**config.mk**
```make
export PLATFORM = sky130hd
export DESIGN_NAME = xbar_slave_rr
export DESIGN_NICKNAME = d
export VERILOG_FILES = /design/src/rtl/xbar_pkg.sv /design/src/rtl/rr_arbiter.sv /design/src/rtl/xbar_slave_rr.sv
export SDC_FILE = /design/constraint.sdc
export NUM_CORES = 1
export LEC_CHECK = 0
export ABC_CLOCK_PERIOD_IN_PS = 2700
export CORE_MARGIN = 4
export CORE_UTILIZATION = 40
export CTS_CLUSTER_SIZE = 16
export DETAILED_ROUTE_END_ITERATION = 6
export GPL_TIMING_DRIVEN = 0
export MAX_ROUTING_LAYER = met4
export PLACE_DENSITY = 0.57
export SLEW_MARGIN = 15
export SYNTH_ARGS = -nofsm -noshare
export SYNTH_HDL_FRONTEND = slang
export SYNTH_SLANG_ARGS = --single-unit
```
**constraint.sdc**
```tcl
create_clock -name clock -period 2.7 [get_ports clock]
set_input_delay 0.405 -clock clock [delete_from_list [all_inputs] [get_ports clock]]
set_output_delay 0.405 -clock clock [all_outputs]
set_load 0.03 [all_outputs]
```
**src/rtl/xbar_pkg.sv**
```systemverilog
// Shared constants for the round-robin crossbar slave: FSM encoding and command codes.
package xbar_pkg;

  localparam logic [1:0] ST_IDLE   = 2'd0;
  localparam logic [1:0] ST_ACCESS = 2'd1;
  localparam logic [1:0] ST_ACK    = 2'd2;
  localparam logic [1:0] ST_DONE   = 2'd3;

  localparam logic CMD_READ  = 1'b0;
  localparam logic CMD_WRITE = 1'b1;

  localparam int WAIT_CNT_W = 4;

  typedef logic [1:0] state_t;

endpackage

```
**src/rtl/rr_arbiter.sv**
```systemverilog
// Round-robin arbiter: one-hot grant to the first requester after last_grant, wrapping.
module rr_arbiter #(
  parameter int N     = 2,
  parameter int IDX_W = (N > 1) ? $clog2(N) : 1
) (
  input  logic [N-1:0]     req,
  input  logic [IDX_W-1:0] last_grant,
  input  logic             enable,
  output logic [N-1:0]     grant
);

  logic [IDX_W-1:0] idx;

  // Scan from the farthest offset down so the nearest requester is written last and wins.
  always_comb begin
    grant = '0;
    idx   = '0;
    if (enable) begin
      for (int k = N; k >= 1; k--) begin
        idx = IDX_W'((int'(last_grant) + k) % N);
        if (req[idx]) begin
          grant      = '0;
          grant[idx] = 1'b1;
        end
      end
    end
  end

endmodule

```
**src/rtl/xbar_slave_rr.sv**
```systemverilog
// Single-ported storage slave shared by N_MASTERS masters through a round-robin arbiter;
// one transaction at a time: IDLE -> ACCESS (WAIT_STATES+1 cycles) -> ACK -> DONE.
module xbar_slave_rr
  import xbar_pkg::*;
#(
  parameter int DATA_WIDTH  = 32,
  parameter int ADDR_WIDTH  = 16,
  parameter int N_MASTERS   = 2,
  parameter int DEPTH       = 16,
  parameter int WAIT_STATES = 0
) (
  input  logic                             clock,
  input  logic                             reset,
  input  logic [N_MASTERS-1:0]             req,
  input  logic [N_MASTERS-1:0]             cmd,
  input  logic [N_MASTERS*ADDR_WIDTH-1:0]  addr,
  input  logic [N_MASTERS*DATA_WIDTH-1:0]  wdata,
  output logic [N_MASTERS-1:0]             ack,
  output logic [DATA_WIDTH-1:0]            rdata,
  output logic [N_MASTERS-1:0]             grant,
  output logic                             busy
);

  localparam int IDX_W  = $clog2(N_MASTERS);
  localparam int AIDX_W = $clog2(DEPTH);
  localparam logic [WAIT_CNT_W-1:0] WAIT_INIT = WAIT_CNT_W'(WAIT_STATES);
  localparam logic [IDX_W-1:0]      LAST_INIT = IDX_W'(N_MASTERS - 1);

  state_t                  state_q, state_d;
  logic [WAIT_CNT_W-1:0]   cnt_q, cnt_d;
  logic [IDX_W-1:0]        last_q, last_d;
  logic [N_MASTERS-1:0]    win_q, win_d;
  logic                    cmd_q, cmd_d;
  logic [AIDX_W-1:0]       addr_q, addr_d;
  logic [DATA_WIDTH-1:0]   wdata_q, wdata_d;
  logic [DATA_WIDTH-1:0]   rdata_q, rdata_d;
  logic [DATA_WIDTH-1:0]   mem_q [DEPTH];
  logic                    mem_we;
  logic [DEPTH-1:0]        word_we;

  logic [N_MASTERS-1:0]    arb_grant;
  logic [IDX_W-1:0]        win_idx;
  logic                    sel_cmd;
  logic [AIDX_W-1:0]       sel_addr;
  logic [DATA_WIDTH-1:0]   sel_wdata;

  // Address bits above the word index alias by design; decode happens upstream.
  logic unused_addr_hi;
  assign unused_addr_hi = ^addr;

  rr_arbiter #(
    .N     (N_MASTERS),
    .IDX_W (IDX_W)
  ) u_arb (
    .req        (req),
    .last_grant (last_q),
    .enable     (state_q == ST_IDLE),
    .grant      (arb_grant)
  );

  always_comb begin
    win_idx   = '0;
    sel_cmd   = 1'b0;
    sel_addr  = '0;
    sel_wdata = '0;
    for (int i = 0; i < N_MASTERS; i++) begin
      if (arb_grant[i]) begin
        win_idx   = IDX_W'(i);
        sel_cmd   = cmd[i];
        sel_addr  = addr[i*ADDR_WIDTH +: AIDX_W];
        sel_wdata = wdata[i*DATA_WIDTH +: DATA_WIDTH];
      end
    end
  end

  always_comb begin
    state_d = state_q;
    cnt_d   = cnt_q;
    last_d  = last_q;
    win_d   = win_q;
    cmd_d   = cmd_q;
    addr_d  = addr_q;
    wdata_d = wdata_q;
    rdata_d = rdata_q;
    mem_we  = 1'b0;
    case (state_q)
      ST_IDLE: begin
        if (|req) begin
          state_d = ST_ACCESS;
          cnt_d   = WAIT_INIT;
          last_d  = win_idx;
          win_d   = arb_grant;
          cmd_d   = sel_cmd;
          addr_d  = sel_addr;
          wdata_d = sel_wdata;
        end
      end
      ST_ACCESS: begin
        if (cnt_q == '0) begin
          state_d = ST_ACK;
          if (cmd_q == CMD_WRITE) begin
            mem_we  = 1'b1;
            rdata_d = '0;
          end else begin
            rdata_d = mem_q[addr_q];
          end
        end else begin
          cnt_d = cnt_q - 1'b1;
        end
      end
      ST_ACK: begin
        state_d = ST_DONE;
        rdata_d = '0;
      end
      ST_DONE: begin
        state_d = ST_IDLE;
      end
      default: state_d = ST_IDLE;
    endcase
  end

  always_ff @(posedge clock or negedge reset) begin
    if (!reset) begin
      state_q <= ST_IDLE;
      cnt_q   <= '0;
      last_q  <= LAST_INIT;
      win_q   <= '0;
      cmd_q   <= CMD_READ;
      addr_q  <= '0;
      wdata_q <= '0;
      rdata_q <= '0;
    end else begin
      state_q <= state_d;
      cnt_q   <= cnt_d;
      last_q  <= last_d;
      win_q   <= win_d;
      cmd_q   <= cmd_d;
      addr_q  <= addr_d;
      wdata_q <= wdata_d;
      rdata_q <= rdata_d;
    end
  end

  genvar gi;
  generate
    for (gi = 0; gi < DEPTH; gi++) begin : g_word_we
      assign word_we[gi] = mem_we && (addr_q == AIDX_W'(gi));
    end
  endgenerate

  always_ff @(posedge clock or negedge reset) begin
    if (!reset) begin
      for (int i = 0; i < DEPTH; i++) mem_q[i] <= '0;
    end else begin
      for (int i = 0; i < DEPTH; i++) begin
        if (word_we[i]) mem_q[i] <= wdata_q;
      end
    end
  end

  assign busy  = (state_q != ST_IDLE);
  assign grant = (state_q == ST_ACCESS || state_q == ST_ACK) ? win_q : '0;
  assign ack   = (state_q == ST_ACK) ? win_q : '0;
  assign rdata = rdata_q;

endmodule

```
# Yosys cells after proc, flatten, opt, wreduce, memory -nomap -nowiden
# Cells that the tools add are included.
word_totals:
  output_inout_bits: 37
  word_cells: 119
  ff_bits: 590
op_classes:
  order_cmp: 5
  n_eq_ne: 21
  muxes: 35
  add_sub_neg: 3
  reduce_logical: 30
  n_bitwise: 1
ops:
  columns: ["cell", "n"]
  rows:
  - ["32-bit two-way mux", 6]
  - ["32-bit binary-select mux with 4-bit select", 1]
  - ["32-bit case mux with 2 select lines", 1]
  - ["4-bit equality test (second input constant)", 8]
  - ["1-bit logical AND", 18]
  - ["4-bit by 3-bit equality test with 1-bit output (second input constant)", 4]
  - ["4-bit two-way mux", 4]
  - ["2-bit two-way mux", 7]
  - ["1-bit two-way mux", 12]
  - ["4-bit by 2-bit equality test with 1-bit output (second input constant)", 2]
  - ["4-bit zero test", 2]
  - ["2-bit case mux with 4 select lines", 1]
  - ["4-bit case mux with 2 select lines", 1]
  - ["2-bit != test (second input constant)", 3]
  - ["2-bit AND reduction", 3]
  - ["2-bit nonzero test", 3]
  - ["5-bit greater-or-equal comparator (second input constant)", 1]
  - ["4-bit NOT with 5-bit output", 1]
  - ["2-bit equality test (second input constant)", 2]
  - ["4-bit by 1-bit equality test with 1-bit output (second input constant)", 1]
  - ["1-bit by 2-bit < comparator with 1-bit output (second input constant)", 2]
  - ["4-bit by 1-bit subtractor with 4-bit output (second input constant)", 1]
  - ["3-bit AND reduction", 1]
  - ["1-bit adder (second input constant)", 2]
  - ["6 further kinds", 8]

# Depth between registers and ports, before layout
logic_depth:
  depth_word: 10
  ltp_mapped: 8
  depth_no_buf: 6

# Cells and area by module
# Synthesis repeated with hierarchy kept, for this count alone.
hier_totals:
  cells_unflattened: 1681
  area_unflattened_um2: 26241.4
by_module_without_submodules:
  columns: ["mod", "seq_area_each_um2", "area_each_um2", "cells_per_inst", "n_inst"]
  rows:
  - ["xbar_slave_rr", 14765.4, 26220.1, 1676, 1]
  - ["rr_arbiter", 0.0, 21.3, 5, 1]

# Least setup slack after synthesis
# No wires, ideal clock.
synth_path:
  kind: "register to register"
  start: "reg state_q[1]"
  end: "reg mem_q[486] (netlist name)"
  path_slack_ns: 0.421
  path_stages_with_launch: 8
  period_less_slack_ns: 2.279
  t_arrival_ns: 2.155
  path_cell_list: "dfrtp_1 > inv_1 > ha_1 > nand4bb_4 > or4b_4 > nor3_2 > buf_4 > mux2_2"
synth_via:
  elab_chain_cells: 3
synth_lines:
  columns: ["element", "line_no", "text"]
  rows:
  - ["start: declaration", "xbar_slave_rr.sv:29", "state_t state_q, state_d;"]
  - ["start signal: assignment", "xbar_slave_rr.sv:133", "state_q <= state_d;"]
  - ["2-bit by 1-bit equality test with 1-bit output", "xbar_slave_rr.sv:86", "case (state_q)"]
  - ["1-bit two-way mux", "xbar_slave_rr.sv:86", null]
  - ["1-bit logical AND", "xbar_slave_rr.sv:147", "assign word_we[gi] = mem_we && (addr_q == AIDX_W'(gi));"]
  - ["end signal: indexed assignment", "xbar_slave_rr.sv:156", "if (word_we[i]) mem_q[i] <= wdata_q;"]
  - ["end: declaration", "xbar_slave_rr.sv:37", "logic [DATA_WIDTH-1:0] mem_q [DEPTH];"]
# No other way between the ends.
# A chain may end at the register's enable or synchronous reset.

# Worst setup path after layout
layout_path:
  start: "reg cnt_q[0]"
  end: "reg mem_q[453] (netlist name)"
layout_via:
  elab_chain_cells: 4
layout_lines:
  columns: ["element", "line_no", "text"]
  rows:
  - ["start: declaration", "xbar_slave_rr.sv:30", "logic [WAIT_CNT_W-1:0] cnt_q, cnt_d;"]
  - ["start signal: assignment", "xbar_slave_rr.sv:134", "cnt_q <= cnt_d;"]
  - ["4-bit zero test", "xbar_slave_rr.sv:99", "if (cnt_q == '0) begin"]
  - ["1-bit two-way mux", "xbar_slave_rr.sv:99", null]
  - ["1-bit two-way mux", "xbar_slave_rr.sv:86", null]
  - ["1-bit logical AND", "xbar_slave_rr.sv:147", null]
# No other way between the ends.

==> impl_metrics.env <==
export IMPL_port_buffers=114
export IMPL_wire_per_inst_um=24.8
export IMPL_powerDensity_nw_per_um2=979
export IMPL_startpoint_type="flop"
export IMPL_die_x_um=263
export IMPL_worstMarginPinSlew_ns=1.04
export IMPL_failed_checks="DRC"
export IMPL_synth_largest_area_cell="dfrtp_1"
export IMPL_synth_top_area_share_pct=56.7
export IMPL_final_common_cell="dfrtp_1"
export IMPL_pin_count=139
export IMPL_place_inst=2635
export IMPL_synthesis_area_sq_um=26000
export IMPL_yosys_most_used_dff="dfrtp_1"
export IMPL_vias_per_cell=5.57
export IMPL_cp_slowest_cell="or4b_4"
export IMPL_finalCriticalPeriod_ns=2.69
export IMPL_cts_root_buf="clkbuf_16"
export IMPL_synth_cell_types=40
export IMPL_rows=93
export IMPL_dp_hpwl_um=46100
export IMPL_drive_gt1_share_pct=44.5
export IMPL_worstPathCellList="inv_1, ha_1, nand4bb_4, or4b_4, nor2_2, buf_4, mux2_2"
export IMPL_grt_max_degree=93
export IMPL_gp_congestion=0.763
export IMPL_power_uw=30300
export IMPL_track_usage_pct=20.4
export IMPL_hp_class="input pin to asynchronous set/reset pin"
export IMPL_final_cells=2757
export IMPL_ir_drop_mv=0.411
export IMPL_setup_viol=0
export IMPL_slew_viol_final=0
export IMPL_synthToLayoutAreaGrowth_pct=19.1
export IMPL_place_area_sq_um=28400
export IMPL_clockBufferDepth=3
export IMPL_synth_seq_area_share_pct=56.8
export IMPL_die_area_sq_um=69100
export IMPL_final_area_sq_um=31000
export IMPL_crit_path_end_kind="flop"
export IMPL_maxCapViolCount=0
export IMPL_drtPass1Iterations=7
export IMPL_grt_ovfl_total=0
export IMPL_max_slew_margin_pct=30.4
export IMPL_cts_tree="built"
export IMPL_slowest_delay_ns=0.61
export IMPL_diodes=0
export IMPL_clk_pin_slew_worst_paths_ns=0.06
export IMPL_outcome="finished with violations"
export IMPL_rsz0062_at_grt="true"
export IMPL_p_leak_uw=0.0145
export IMPL_synthTopCellsByArea="dfrtp_1 (57%), mux2_2 (22%), mux4_2 (11%), a222oi_1 (1.4%), mux2i_1 (1.3%)"
export IMPL_clock_latency_ns=0.59
export IMPL_avgSynthCellArea_sq_um=15.7
export IMPL_criticalPathCategory="flop to flop"
export IMPL_final_cell_mix="dfrtp_1 (589), mux2_2 (499), mux4_2 (128)"
export IMPL_grt_pass1_vias=16400
export IMPL_first_iter_violations=1106
export IMPL_cp_max_fo=10
export IMPL_synth_edf_count=0
export IMPL_postSynthRegisterBits=590
export IMPL_ys_warnings_count=0
export IMPL_ys_async_sr_fraction_pct=100
export IMPL_nNetsFinal=1961
export IMPL_coreArea_sq_um=64300
export IMPL_initial_utilization_pct=40.4
export IMPL_dr_total_vias=15400
export IMPL_grt_first_pass_wirelength_um=105000
export IMPL_drc=1
export IMPL_antenna_found_initial=1
export IMPL_htreeDepth=3
export IMPL_antenna_left=0
export IMPL_netlist_instances=1658
export IMPL_drt_wl_total_um=68400
export IMPL_synth_nets=1765
export IMPL_clock_sinks=590
export IMPL_timing_setup_tns_ns=0
export IMPL_crit_arrival_ns=3.15
export IMPL_hold_viol=0
export IMPL_die_h_um=263
export IMPL_hold_slack_ns=0.316
export IMPL_cts_buffers=67
export IMPL_fin_skew_ns=0.0231
export IMPL_worstPathRequired_ns=3.16
export IMPL_max_freq_mhz=372
export IMPL_finalCritPeriodShare_pct=99.7
cell type report:
cell class              count  area (sq um)
clock buffers             106          2050
plain buffers             141           749
inverters                  45           169
fillers                  5558         33400
multi-input cells         880         10600
flip-flops and latches    590         14800
well taps                 855          1070
clock inverters            11           163
repair buffers            129          1410
critical path: cells and delay by family, from the launching register on:
family | cells | cell delay (ns)
buffers and inverters | 2 | 0.39
adders and majority gates | 1 | 0.22
muxes | 1 | 0.36
DFF | 1 | 0.42
and+or+nand+nor | 3 | 1.16
cells in the mapped netlist (all sizes together) (2+ instances only):
master	number
inv	45
o211ai	32
nor4b	3
nor3b	2
and2	5
mux2	513
nor4	2
ha	5
o2bb2ai	2
o221ai	2
mux4	128
nand2	38
a21o	4
mux2i	33
nor3	7
nand2b	4
nor2	13
buf	66
a222oi	37
clkbuf	77
dfrtp	589
a22oi	32
nand4	2
a21oi	7
worst paths after layout:
check,from,to,slack (ns),cells after the start
worst max-delay path,cnt_q[0]$_DFFE_PN0P_,mem_q[453]$_DFFE_PN0P_,0.009,7
worst min-delay path,reset,wdata_q[2]$_DFFE_PN0P_,0.32,2
worst max register to register,cnt_q[0]$_DFFE_PN0P_,mem_q[453]$_DFFE_PN0P_,0.009,7
worst min register to register,mem_q[464]$_DFFE_PN0P_,mem_q[464]$_DFFE_PN0P_,0.49,1
max in group asynchronous,reset,wdata_q[13]$_DFFE_PN0P_,0.72,5
min in group clock,wdata[42],wdata_q[10]$_DFFE_PN0P_,0.42,3
sequential cells by signal, indices dropped and copies added, names as in the netlist:
signal   flops
mem_q      512
wdata_q     32
last_q       1
win_q        2
rdata       32
addr_q       4
state_q      2
cmd_q        1
cnt_q        4
metal layers:
layer	wire [um]	GRT usage, %	up-vias
met5	0	-	-
li1	-	-	6618
met2	33100	32.5	325
met3	2930	3.45	112
met1	30500	27.2	8300
met4	1900	6.23	0
cell families (layout without fill, tap and decap cells):
family                   Yosys count  count (layout)  share of synthesized area [%]
buffers and inverters            188             432                           2.95
adder cells (fa/ha/maj)            5               5                          0.241
multiplexers                     674             674                           34.6
flip-flops                       590             590                           56.8
AO/OA/AOI/OAI                    119             119                           3.74
AND/OR/NAND/NOR                   82              82                           1.69
where the power goes:
part           switching [uW]  leakage, uW  internal [uW]
logic                    4470      0.00534           4110
registers                1590      0.00812          11000
clock network            3550      0.00109           5560
repair_timing:
item | 4_1_cts | 5_1_grt
pin swaps | 3 | 0
endpoints found under the setup margin | 470 | 394
setup buffers | 6 | 0
hold buffers | 1 | 0
gates resized for setup | 88 | 45
hold endpoints to repair | 42 | 0
per-stage QoR:
step | util, % | worst slack, ns
after detailed placement | 44.2 | -0.597
final | 48.1 | 0.00903
after global placement | 43.8 | -24.64
after CTS | 48.1 | -0.113
after floorplan | - | 0.421
after global routing | 48.1 | -0.0641
No activity file was read; power rests on OpenSTA's default activity.
